<file path="src/rtl/stream_demux_pkg.sv">
// Shared types and defaults for the 1-to-2 stream demultiplexer.
package stream_demux_pkg;
    localparam int DEF_N     = 4;
    localparam int DEF_DEPTH = 2;

    typedef enum logic [1:0] {FIFO_EMPTY, FIFO_PARTIAL, FIFO_FULL} fifo_state_t;

    function automatic int ptr_w(input int depth);
        return (depth < 2) ? 1 : $clog2(depth);
    endfunction
endpackage

</file>
<file path="src/rtl/stream_demux1to2_if.sv">
// Handshake bundle between producer, the demux and its two consumers.
interface stream_demux1to2_if
    import stream_demux_pkg::*;
#(
    parameter int N = DEF_N
);
    logic         in_valid;
    logic         in_ready;
    logic         in_sel;
    logic [N-1:0] in_data;
    logic         a_valid;
    logic         a_ready;
    logic [N-1:0] a_data;
    logic         b_valid;
    logic         b_ready;
    logic [N-1:0] b_data;

    modport master (
        output in_valid, in_sel, in_data, a_ready, b_ready,
        input  in_ready, a_valid, a_data, b_valid, b_data
    );

    modport slave (
        input  in_valid, in_sel, in_data, a_ready, b_ready,
        output in_ready, a_valid, a_data, b_valid, b_data
    );
endinterface

</file>
<file path="src/rtl/stream_fifo.sv">
// Per-output FIFO; head is always mem[rd_ptr], so it keeps its last value when empty.
module stream_fifo
    import stream_demux_pkg::*;
#(
    parameter int N     = DEF_N,
    parameter int DEPTH = DEF_DEPTH
) (
    input  logic         clk,
    input  logic         rst_n,
    input  logic         push,
    input  logic         pop,
    input  logic [N-1:0] din,
    output logic         full,
    output logic         empty,
    output logic [N-1:0] head,
    output fifo_state_t  state
);
    localparam int            PW       = ptr_w(DEPTH);
    localparam logic [PW:0]   FULL_CNT = (PW+1)'(DEPTH);

    logic [PW-1:0]             wr_ptr_q, rd_ptr_q;
    logic [PW:0]               count_q, count_d;
    logic [DEPTH-1:0][N-1:0]   mem_q;
    logic                      do_push, do_pop;

    always_comb begin
        state = FIFO_PARTIAL;
        if (count_q == '0)           state = FIFO_EMPTY;
        else if (count_q == FULL_CNT) state = FIFO_FULL;
    end

    assign full    = (state == FIFO_FULL);
    assign empty   = (state == FIFO_EMPTY);
    assign do_push = push && !full;
    assign do_pop  = pop && !empty;
    assign head    = mem_q[rd_ptr_q];

    always_comb begin
        count_d = count_q;
        case ({do_push, do_pop})
            2'b10:   count_d = count_q + 1'b1;
            2'b01:   count_d = count_q - 1'b1;
            default: count_d = count_q;
        endcase
    end

    // Memory is reset too so head reads zero after reset rather than X.
    always_ff @(posedge clk or negedge rst_n) begin
        if (!rst_n) begin
            mem_q    <= '0;
            wr_ptr_q <= '0;
            rd_ptr_q <= '0;
            count_q  <= '0;
        end else begin
            if (do_push) begin
                mem_q[wr_ptr_q] <= din;
                wr_ptr_q        <= wr_ptr_q + 1'b1;
            end
            if (do_pop) rd_ptr_q <= rd_ptr_q + 1'b1;
            count_q <= count_d;
        end
    end
endmodule

</file>
<file path="src/rtl/stream_demux1to2.sv">
// 1-to-2 stream demux: in_sel=1 routes to port a, 0 to port b, each through its own FIFO.
// Optional per-port beat counters when STREAM_DEMUX_CNT_EN is defined.
module stream_demux1to2
    import stream_demux_pkg::*;
#(
    parameter int N     = DEF_N,
    parameter int DEPTH = DEF_DEPTH
) (
    input  logic               clk,
    input  logic               rst_n,
    stream_demux1to2_if.slave  bus
`ifdef STREAM_DEMUX_CNT_EN
    ,
    input  logic               cnt_clr,
    output logic [15:0]        a_count,
    output logic [15:0]        b_count
`endif
);
    logic        a_full, a_empty, b_full, b_empty;
    logic        push_a, push_b, pop_a, pop_b, accept;
    fifo_state_t a_state, b_state;

    // Readiness looks only at registered fill state and in_sel, never at the consumers.
    assign bus.in_ready = rst_n && !(bus.in_sel ? a_full : b_full);
    assign accept       = bus.in_valid && bus.in_ready;
    assign push_a       = accept && bus.in_sel;
    assign push_b       = accept && !bus.in_sel;
    assign pop_a        = bus.a_ready && !a_empty;
    assign pop_b        = bus.b_ready && !b_empty;
    assign bus.a_valid  = (a_state != FIFO_EMPTY);
    assign bus.b_valid  = (b_state != FIFO_EMPTY);

    stream_fifo #(.N(N), .DEPTH(DEPTH)) u_fifo_a (
        .clk(clk), .rst_n(rst_n), .push(push_a), .pop(pop_a), .din(bus.in_data),
        .full(a_full), .empty(a_empty), .head(bus.a_data), .state(a_state)
    );

    stream_fifo #(.N(N), .DEPTH(DEPTH)) u_fifo_b (
        .clk(clk), .rst_n(rst_n), .push(push_b), .pop(pop_b), .din(bus.in_data),
        .full(b_full), .empty(b_empty), .head(bus.b_data), .state(b_state)
    );

`ifdef STREAM_DEMUX_CNT_EN
    logic [15:0] a_cnt_q, a_cnt_d, b_cnt_q, b_cnt_d;

    always_comb begin
        a_cnt_d = a_cnt_q;
        b_cnt_d = b_cnt_q;
        if (cnt_clr) begin
            a_cnt_d = '0;
            b_cnt_d = '0;
        end else begin
            if (push_a && a_cnt_q != 16'hFFFF) a_cnt_d = a_cnt_q + 16'd1;
            if (push_b && b_cnt_q != 16'hFFFF) b_cnt_d = b_cnt_q + 16'd1;
        end
    end

    always_ff @(posedge clk or negedge rst_n) begin
        if (!rst_n) begin
            a_cnt_q <= '0;
            b_cnt_q <= '0;
        end else begin
            a_cnt_q <= a_cnt_d;
            b_cnt_q <= b_cnt_d;
        end
    end

    assign a_count = a_cnt_q;
    assign b_count = b_cnt_q;
`endif
endmodule

</file>
<file path="src/flat_wrapper.sv">
// flat-port wrapper written by rule: the top's interface ports become plain ports
module stream_demux1to2_flat import stream_demux_pkg::*;
#(
    parameter int N     = DEF_N,
    parameter int DEPTH = DEF_DEPTH
)
  (clk, rst_n, bus_in_valid, bus_in_sel, bus_in_data, bus_a_ready, bus_b_ready, bus_in_ready, bus_a_valid, bus_a_data, bus_b_valid, bus_b_data);
  stream_demux1to2_if #(.N(N)) bus_i ();
  input  logic clk;
  input  logic rst_n;
  input wire logic [$bits(bus_i.in_valid)-1:0] bus_in_valid;
  input wire logic [$bits(bus_i.in_sel)-1:0] bus_in_sel;
  input wire logic [$bits(bus_i.in_data)-1:0] bus_in_data;
  input wire logic [$bits(bus_i.a_ready)-1:0] bus_a_ready;
  input wire logic [$bits(bus_i.b_ready)-1:0] bus_b_ready;
  output wire logic [$bits(bus_i.in_ready)-1:0] bus_in_ready;
  output wire logic [$bits(bus_i.a_valid)-1:0] bus_a_valid;
  output wire logic [$bits(bus_i.a_data)-1:0] bus_a_data;
  output wire logic [$bits(bus_i.b_valid)-1:0] bus_b_valid;
  output wire logic [$bits(bus_i.b_data)-1:0] bus_b_data;
  assign bus_i.in_valid = bus_in_valid;
  assign bus_i.in_sel = bus_in_sel;
  assign bus_i.in_data = bus_in_data;
  assign bus_i.a_ready = bus_a_ready;
  assign bus_i.b_ready = bus_b_ready;
  assign bus_in_ready = bus_i.in_ready;
  assign bus_a_valid = bus_i.a_valid;
  assign bus_a_data = bus_i.a_data;
  assign bus_b_valid = bus_i.b_valid;
  assign bus_b_data = bus_i.b_data;
  stream_demux1to2 #(.N(N), .DEPTH(DEPTH)) u_core (.clk(clk), .rst_n(rst_n), .bus(bus_i));
endmodule
</file>
<file path="config.mk">
export PLATFORM = sky130hd
export DESIGN_NAME = stream_demux1to2_flat
export DESIGN_NICKNAME = d
export VERILOG_FILES = /design/src/rtl/stream_demux_pkg.sv /design/src/rtl/stream_demux1to2_if.sv /design/src/rtl/stream_fifo.sv /design/src/rtl/stream_demux1to2.sv /design/src/flat_wrapper.sv
export SDC_FILE = /design/constraint.sdc
export NUM_CORES = 1
export LEC_CHECK = 0
export CAP_MARGIN = 40
export CORE_MARGIN = 2
export CORE_UTILIZATION = 25
export CTS_BUF_LIST = sky130_fd_sc_hd__clkbuf_8
export DETAILED_ROUTE_END_ITERATION = 8
export PLACE_DENSITY = 0.51
export SLEW_MARGIN = 20
export SYNTH_ARGS = -nofsm -noshare
export SYNTH_HDL_FRONTEND = slang
export SYNTH_HIERARCHICAL = 1
export SYNTH_SLANG_ARGS = --single-unit
</file>
<file path="constraint.sdc">
create_clock -name clk -period 2.1 [get_ports clk]
set_input_delay 0.42 -clock clk [delete_from_list [all_inputs] [get_ports clk]]
set_output_delay 0.42 -clock clk [all_outputs]
set_load 0.02 [all_outputs]
</file>
Yosys cells after proc, flatten, opt, wreduce, memory -nomap -nowiden
Index checks and enable logic that the tools add are counted.
{"block": "classes", "add_sub_neg": 8, "magnitude_cmp": 6, "eq_ne": 8, "mux": 17, "n_reduce_logical": 26}
{"op": "two-way mux 4 bit", "n": 6}
{"op": "bitwise mux 8 bit", "n": 2}
{"op": "equality test 2 bit, second input constant", "n": 6}
{"op": "logical AND 1 bit", "n": 12}
{"op": "demux 4 bit (select 1 bit)", "n": 2}
{"op": "zero test 2 bit", "n": 4}
{"op": "< comparator 1 x 2 -> 1 bit, second input constant", "n": 4}
{"op": "two-way mux 2 bit", "n": 4}
{"op": "case mux 2 bit (2 select lines)", "n": 2}
{"op": "nonzero test 2 bit", "n": 4}
{"op": "zero test 1 bit", "n": 6}
{"op": "adder 1 bit, second input constant", "n": 4}
{"op": "adder 2 x 1 -> 2 bit, second input constant", "n": 2}
{"op": "equality test 2 x 1 -> 1 bit, second input constant", "n": 2}
{"op": "subtractor 2 x 1 -> 2 bit, second input constant", "n": 2}
{"op": ">= comparator 1 bit, second input constant", "n": 2}
{"op": "two-way mux 1 bit", "n": 1}
{"block": "totals", "reg_bits": 24, "output_inout_bits": 11, "wordCells": 75}

Logic depth before layout (Yosys ltp)
{"block": "logic_depth", "ltp_word": 12, "mapped_depth": 8, "ltp_nobuf": 8}

Hierarchy
Netlist, hierarchy kept.
{"module": "stream_fifo", "n_inst": 2, "cells_per_inst": 41, "area_each_um2": 573.0, "seq_area_each_um2": 300.3}
{"module": "stream_demux1to2", "n_inst": 1, "cells_per_inst": 9, "area_each_um2": 57.6, "seq_area_each_um2": 0.0}

Worst setup path before layout
Ideal clock, no wire load.
{"block": "synth_timing", "path_type": "register to register", "start": "register u_core.u_fifo_a.count_q[0]", "end": "register u_core.u_fifo_a.count_q[1]", "arrival_time_ps": 1539, "t_required_ps": 2021, "setup_slack_ps": 482, "stages_incl_launch_ff": 8, "path_buffers": 0, "path_cell_list": "dfrtp_1 > nand2b_4 > inv_2 > nor3b_1 > nand2_1 > ha_1 > nor2_1 > xor2_1"}
{"block": "synth_between", "elab_chain_cells": 12, "word_cells_on_any_way": 22, "cone_classes": "add/sub (2); eq/ne (4); mux (4); reduce/logical (12)"}
{"element": "start: declaration", "line": "stream_fifo.sv:22", "rtl": "logic [PW:0] count_q, count_d;"}
{"element": "start signal: assignment", "line": "stream_fifo.sv:60", "rtl": "count_q <= count_d;"}
{"element": "equality test 2 bit", "line": "stream_fifo.sv:29", "rtl": "else if (count_q == FULL_CNT) state = FIFO_FULL;"}
{"element": "two-way mux 2 bit", "line": "stream_fifo.sv:29"}
{"element": "two-way mux 2 bit *", "line": "stream_fifo.sv:28", "rtl": "if (count_q == '0) state = FIFO_EMPTY;"}
{"element": "equality test 2 bit *", "line": "stream_fifo.sv:32", "rtl": "assign full = (state == FIFO_FULL);"}
{"element": "named net u_core.a_full", "line": "stream_demux1to2.sv:19", "rtl": "logic a_full, a_empty, b_full, b_empty;"}
{"element": "two-way mux 1 bit *", "line": "stream_demux1to2.sv:24", "rtl": "assign bus.in_ready = rst_n && !(bus.in_sel ? a_full : b_full);"}
{"element": "zero test 1 bit *", "line": "stream_demux1to2.sv:24"}
{"element": "logical AND 1 bit *", "line": "stream_demux1to2.sv:24"}
{"element": "logical AND 1 bit *", "line": "stream_demux1to2.sv:25", "rtl": "assign accept = bus.in_valid && bus.in_ready;"}
{"element": "logical AND 1 bit *", "line": "stream_demux1to2.sv:26", "rtl": "assign push_a = accept && bus.in_sel;"}
{"element": "named net u_core.push_a", "line": "stream_demux1to2.sv:20", "rtl": "logic push_a, push_b, pop_a, pop_b, accept;"}
{"element": "logical AND 1 bit *", "line": "stream_fifo.sv:34", "rtl": "assign do_push = push && !full;"}
{"element": "equality test 2 x 1 -> 1 bit or equality test 2 bit (tied branches)", "line": "stream_fifo.sv:40", "rtl": "case ({do_push, do_pop})"}
{"element": "case mux 2 bit (2 select lines) or nonzero test 2 bit (tied branches)"}
Mark *: on every way through the listed nets, which the timed path passes. The rest lies on a longest branch.
A chain may end at the register's enable or synchronous reset.

Final worst setup path
{"block": "layout_timing", "start": "register u_core.u_fifo_a.rd_ptr_q", "end": "output port bus_a_data[2]"}
{"block": "layout_between", "elab_chain_cells": 2}
{"element": "start: declaration", "line": "stream_fifo.sv:21", "rtl": "logic [PW-1:0] wr_ptr_q, rd_ptr_q;"}
{"element": "start signal: assignment", "line": "stream_fifo.sv:59", "rtl": "if (do_pop) rd_ptr_q <= rd_ptr_q + 1'b1;"}
{"element": "two-way mux 4 bit (not written as such) (2 in series)", "line": "stream_fifo.sv:36", "rtl": "assign head = mem_q[rd_ptr_q];"}
{"element": "end: declaration", "line": "flat_wrapper.sv:18", "rtl": "output wire logic [$bits(bus_i.a_data)-1:0] bus_a_data;"}
Every way passes these cells. The select of a mux whose other input is x is not followed.

==> flow_summary.toml <==
[sta]
setup_viol = 0
worstMarginPinSlew_ns = 0.306
worst_clock_skew_ns = 0.00296
timing.fmax_mhz = 494
rsz0062_at_grt = "no"
timing.slew.headroom_pct = 79.4
slew_viol_final = 0
finalCriticalPeriod_ns = 2.02
hold_violations = 0
whs_ns = 0.509
min_period_over_period_pct = 96.3

[critical_path]
cpPeakStageDelay_ns = 0.54
maximum_fanout_count_along_the_critical_path = 5
cp.required_ns = 1.68
cp_data_arrival_time_ns = 1.60
crit_slowest_cell = "sky130_fd_sc_hd__clkdlybuf4s50_1"
critPathCaptureType = "primary output"
startpoint_type = "flip-flop"
timing_worst_setup_path_type = "flip-flop to primary output"
crit_path_cell_trace = "mux2_2 > clkdlybuf4s50_1"

[die]
floorplan_die_area_mm2 = 0.00539
coreArea_mm2 = 0.00469
die_height_um = 73.4
placement_rows = 25
num_io_pins = 21
starting_density_of_the_core_pct = 25.7
die_w_um = 73.4

[power_and_ir_drop]
peakVddDrop_mv = 0.301
seq_power_share_pct = 38.2
p_int_mw = 1.53
p_sw_mw = 0.838
powerDensity_mw_per_mm2 = 1560
power.share.combinational_pct = 48.8
power.total_mw = 2.37
switching_share_pct = 35.4
leakagePower_nw = 0.651
power.clock.fraction_pct = 13.0

[route]
route.detailed.vias_per_inst = 4.24
detailroute.via_count = 712
dr_pass1_iterations = 3
drtIter0Drc = 34
post-route-drc-count = 0
totalWireLength_um = 2200
ant_nets = 0
routedWlPerCell_um = 13.1

[job]
drv_cap = 0

[synth]
yosysWarningCount = 6
synth.cells.most_frequent = "24 x sky130_fd_sc_hd__dfrtp_1, 24 x sky130_fd_sc_hd__mux2_2, 6 x sky130_fd_sc_hd__xnor2_1"
synth_nets = 103
synth-seq-area-share_pct = 49.9
async_reset_ff_share_pct = 100
post-synth-top-area-cell = "sky130_fd_sc_hd__dfrtp_1"
postSynthRegisterBits = 24
ys_types = 20
post_synth_edffs = 0
synth.area.top_cells = "sky130_fd_sc_hd__dfrtp_1 50%, sky130_fd_sc_hd__mux2_2 22%, sky130_fd_sc_hd__xnor2_1 4.4%"
netlist_instances = 91
post_synth_instance_area_mm2 = 0.00120
post_synth.cell_area_avg_um2 = 13.2
postSynth.topFlopCell = "sky130_fd_sc_hd__dfrtp_1"
synth_largest_type_area_fraction_pct = 49.9

[grt]
number_of_antenna_violations_at_the_first_check_in_global_routing = 0
via_count_of_the_first_global_routing_pass = 753
grt_overflow_total = 0
globalRouteTotalUtil_pct = 8.81
wire_length_of_the_first_global_routing_pass_um = 3550
maximum_number_of_pins_on_one_net_before_global_route_repair = 25

[cts]
cts.sink_count = 24
cts_setup_buffers = 0
numCtsBuffers = 3
cts_buffer_depth = 2
clockRootBuffer = "sky130_fd_sc_hd__clkbuf_8"
holdBufCountCts = 0
cts_repair_resize_count = 5
cts_max_level = 1
clk-insertion-delay-late_ns = 0.26
tritoncts = "done"
clk_pin_slew_ns = 0.08

[placement]
finalWeightedCongestion = 0.723
detailedPlacementHpwl_um = 1670
port_buffers = 20
post-place-cells = 164

[final_layout]
drive_gt1_share_pct = 38.6
number_of_nets_in_the_finished_design = 127
final_cells = 168
area_delta_synth_final_pct = 26.4
insertedDiodeCount = 0
num-fill-cells = 478

[min_path]
timing.hold.worst.class = "flip-flop to flip-flop"

[run_status]
status = "finished, final reports clean"
-- cells by family after synthesis --
family	share of synthesized area [%]
DFF	49.9
xor gates and xnor gates	7.28
buffers and inverters	4.16
and+or+nand+nor	13.3
adders and majority gates	2.08
muxes	23.3
-- layer usage --
| layer | up-vias | track usage, % | share of wire [%] |
|---|---|---|---|
| li1 | 347 | - | - |
| met1 | 346 | 12.1 | 51 |
| met2 | 17 | 13.1 | 44 |
| met3 | 2 | 1.92 | 4.3 |
| met4 | 0 | 4.24 | 0.73 |
| met5 | - | 0 | 0 |
-- final timing paths --
path                                            startpoint                         end  slack (ns)  cells after the start
worst min register to register    u_core/u_fifo_b/mem_q[6]    u_core/u_fifo_b/mem_q[6]        0.51                      1
worst min-delay path              u_core/u_fifo_b/mem_q[6]    u_core/u_fifo_b/mem_q[6]        0.51                      1
worst max register to register  u_core/u_fifo_b/count_q[0]    u_core/u_fifo_b/mem_q[3]        0.31                      5
worst max-delay path              u_core/u_fifo_a/rd_ptr_q               bus_a_data[2]        0.08                      2
min in group asynchronous                            rst_n    u_core/u_fifo_b/mem_q[0]        0.65                      2
max in group asynchronous                            rst_n  u_core/u_fifo_b/count_q[0]        1.19                      2
-- critical path, delay by kind of cell, from the launching register on --
kind	cells	cell delay [ns]
mux	1	0.36
buf+inv	1	0.54
flops	1	0.44
-- layout by cell type (no fill, tap or decap) --
cell                               n
sky130_fd_sc_hd__nor2b_1           4
sky130_fd_sc_hd__clkdlybuf4s50_1  17
sky130_fd_sc_hd__and2_1            1
sky130_fd_sc_hd__mux2_2           24
sky130_fd_sc_hd__ha_1              2
sky130_fd_sc_hd__buf_4             5
sky130_fd_sc_hd__and3_1            2
sky130_fd_sc_hd__dfrtp_2           3
sky130_fd_sc_hd__inv_2             2
sky130_fd_sc_hd__xnor2_1           6
sky130_fd_sc_hd__clkbuf_8          4
sky130_fd_sc_hd__nand2_1           3
sky130_fd_sc_hd__nor3b_1           1
sky130_fd_sc_hd__nand2b_4          2
sky130_fd_sc_hd__xor2_1            4
sky130_fd_sc_hd__nor3b_4           2
sky130_fd_sc_hd__mux2i_1           1
sky130_fd_sc_hd__dfrtp_1          21
sky130_fd_sc_hd__nor3_1            1
sky130_fd_sc_hd__dlygate4sd2_1     3
sky130_fd_sc_hd__nor2_1            4
sky130_fd_sc_hd__or2_2             2
-- registers in the layout (all words and copies together) (netlist names) --
register / flops
u_core/u_fifo_a/rd_ptr_q: 1
u_core/u_fifo_b/wr_ptr_q: 1
u_core/u_fifo_a/count_q: 2
u_core/u_fifo_a/wr_ptr_q: 1
u_core/u_fifo_b/count_q: 2
u_core/u_fifo_b/mem_q: 8
u_core/u_fifo_a/mem_q: 8
u_core/u_fifo_b/rd_ptr_q: 1
-- power by group through the flow --
stage / registers (mW) / clock network [mW] / logic [mW]
detailed placement: 0.909 / 0 / 1.19
CTS: 0.906 / 0.326 / 1.17
floorplan: 0.855 / 0 / 0.845
finish: 0.905 / 0.308 / 1.16
global placement: 0.892 / 0 / 1.17
global route: 0.939 / 0.347 / 1.25
-- through the flow --
step	util (%)	worst slack [ns]	instance area (µm²)	TNS, ns
2_1_floorplan	-	0.482	1200	0
3_3_place_gp	31.3	-0.160	1470	-2.02
3_5_place_dp	31.3	-0.164	1470	-2.05
4_1_cts	32.4	0.00125	1520	0
5_1_grt	32.4	0.00669	1520	0
6_report	32.4	0.0769	1520	0
-- area by class of cell --
type | count | area [µm²] | share of cell area, %
Clock buffer | 4 | 55.1 | 3.62
Multi-Input combinational cell | 59 | 553 | 36.3
Timing Repair Buffer | 25 | 234 | 15.4
Inverter | 2 | 7.51 | 0.493
Sequential cell | 24 | 604 | 39.7
Tap cell | 54 | 67.6 | 4.44
Power figures use the tool's default switching activity.
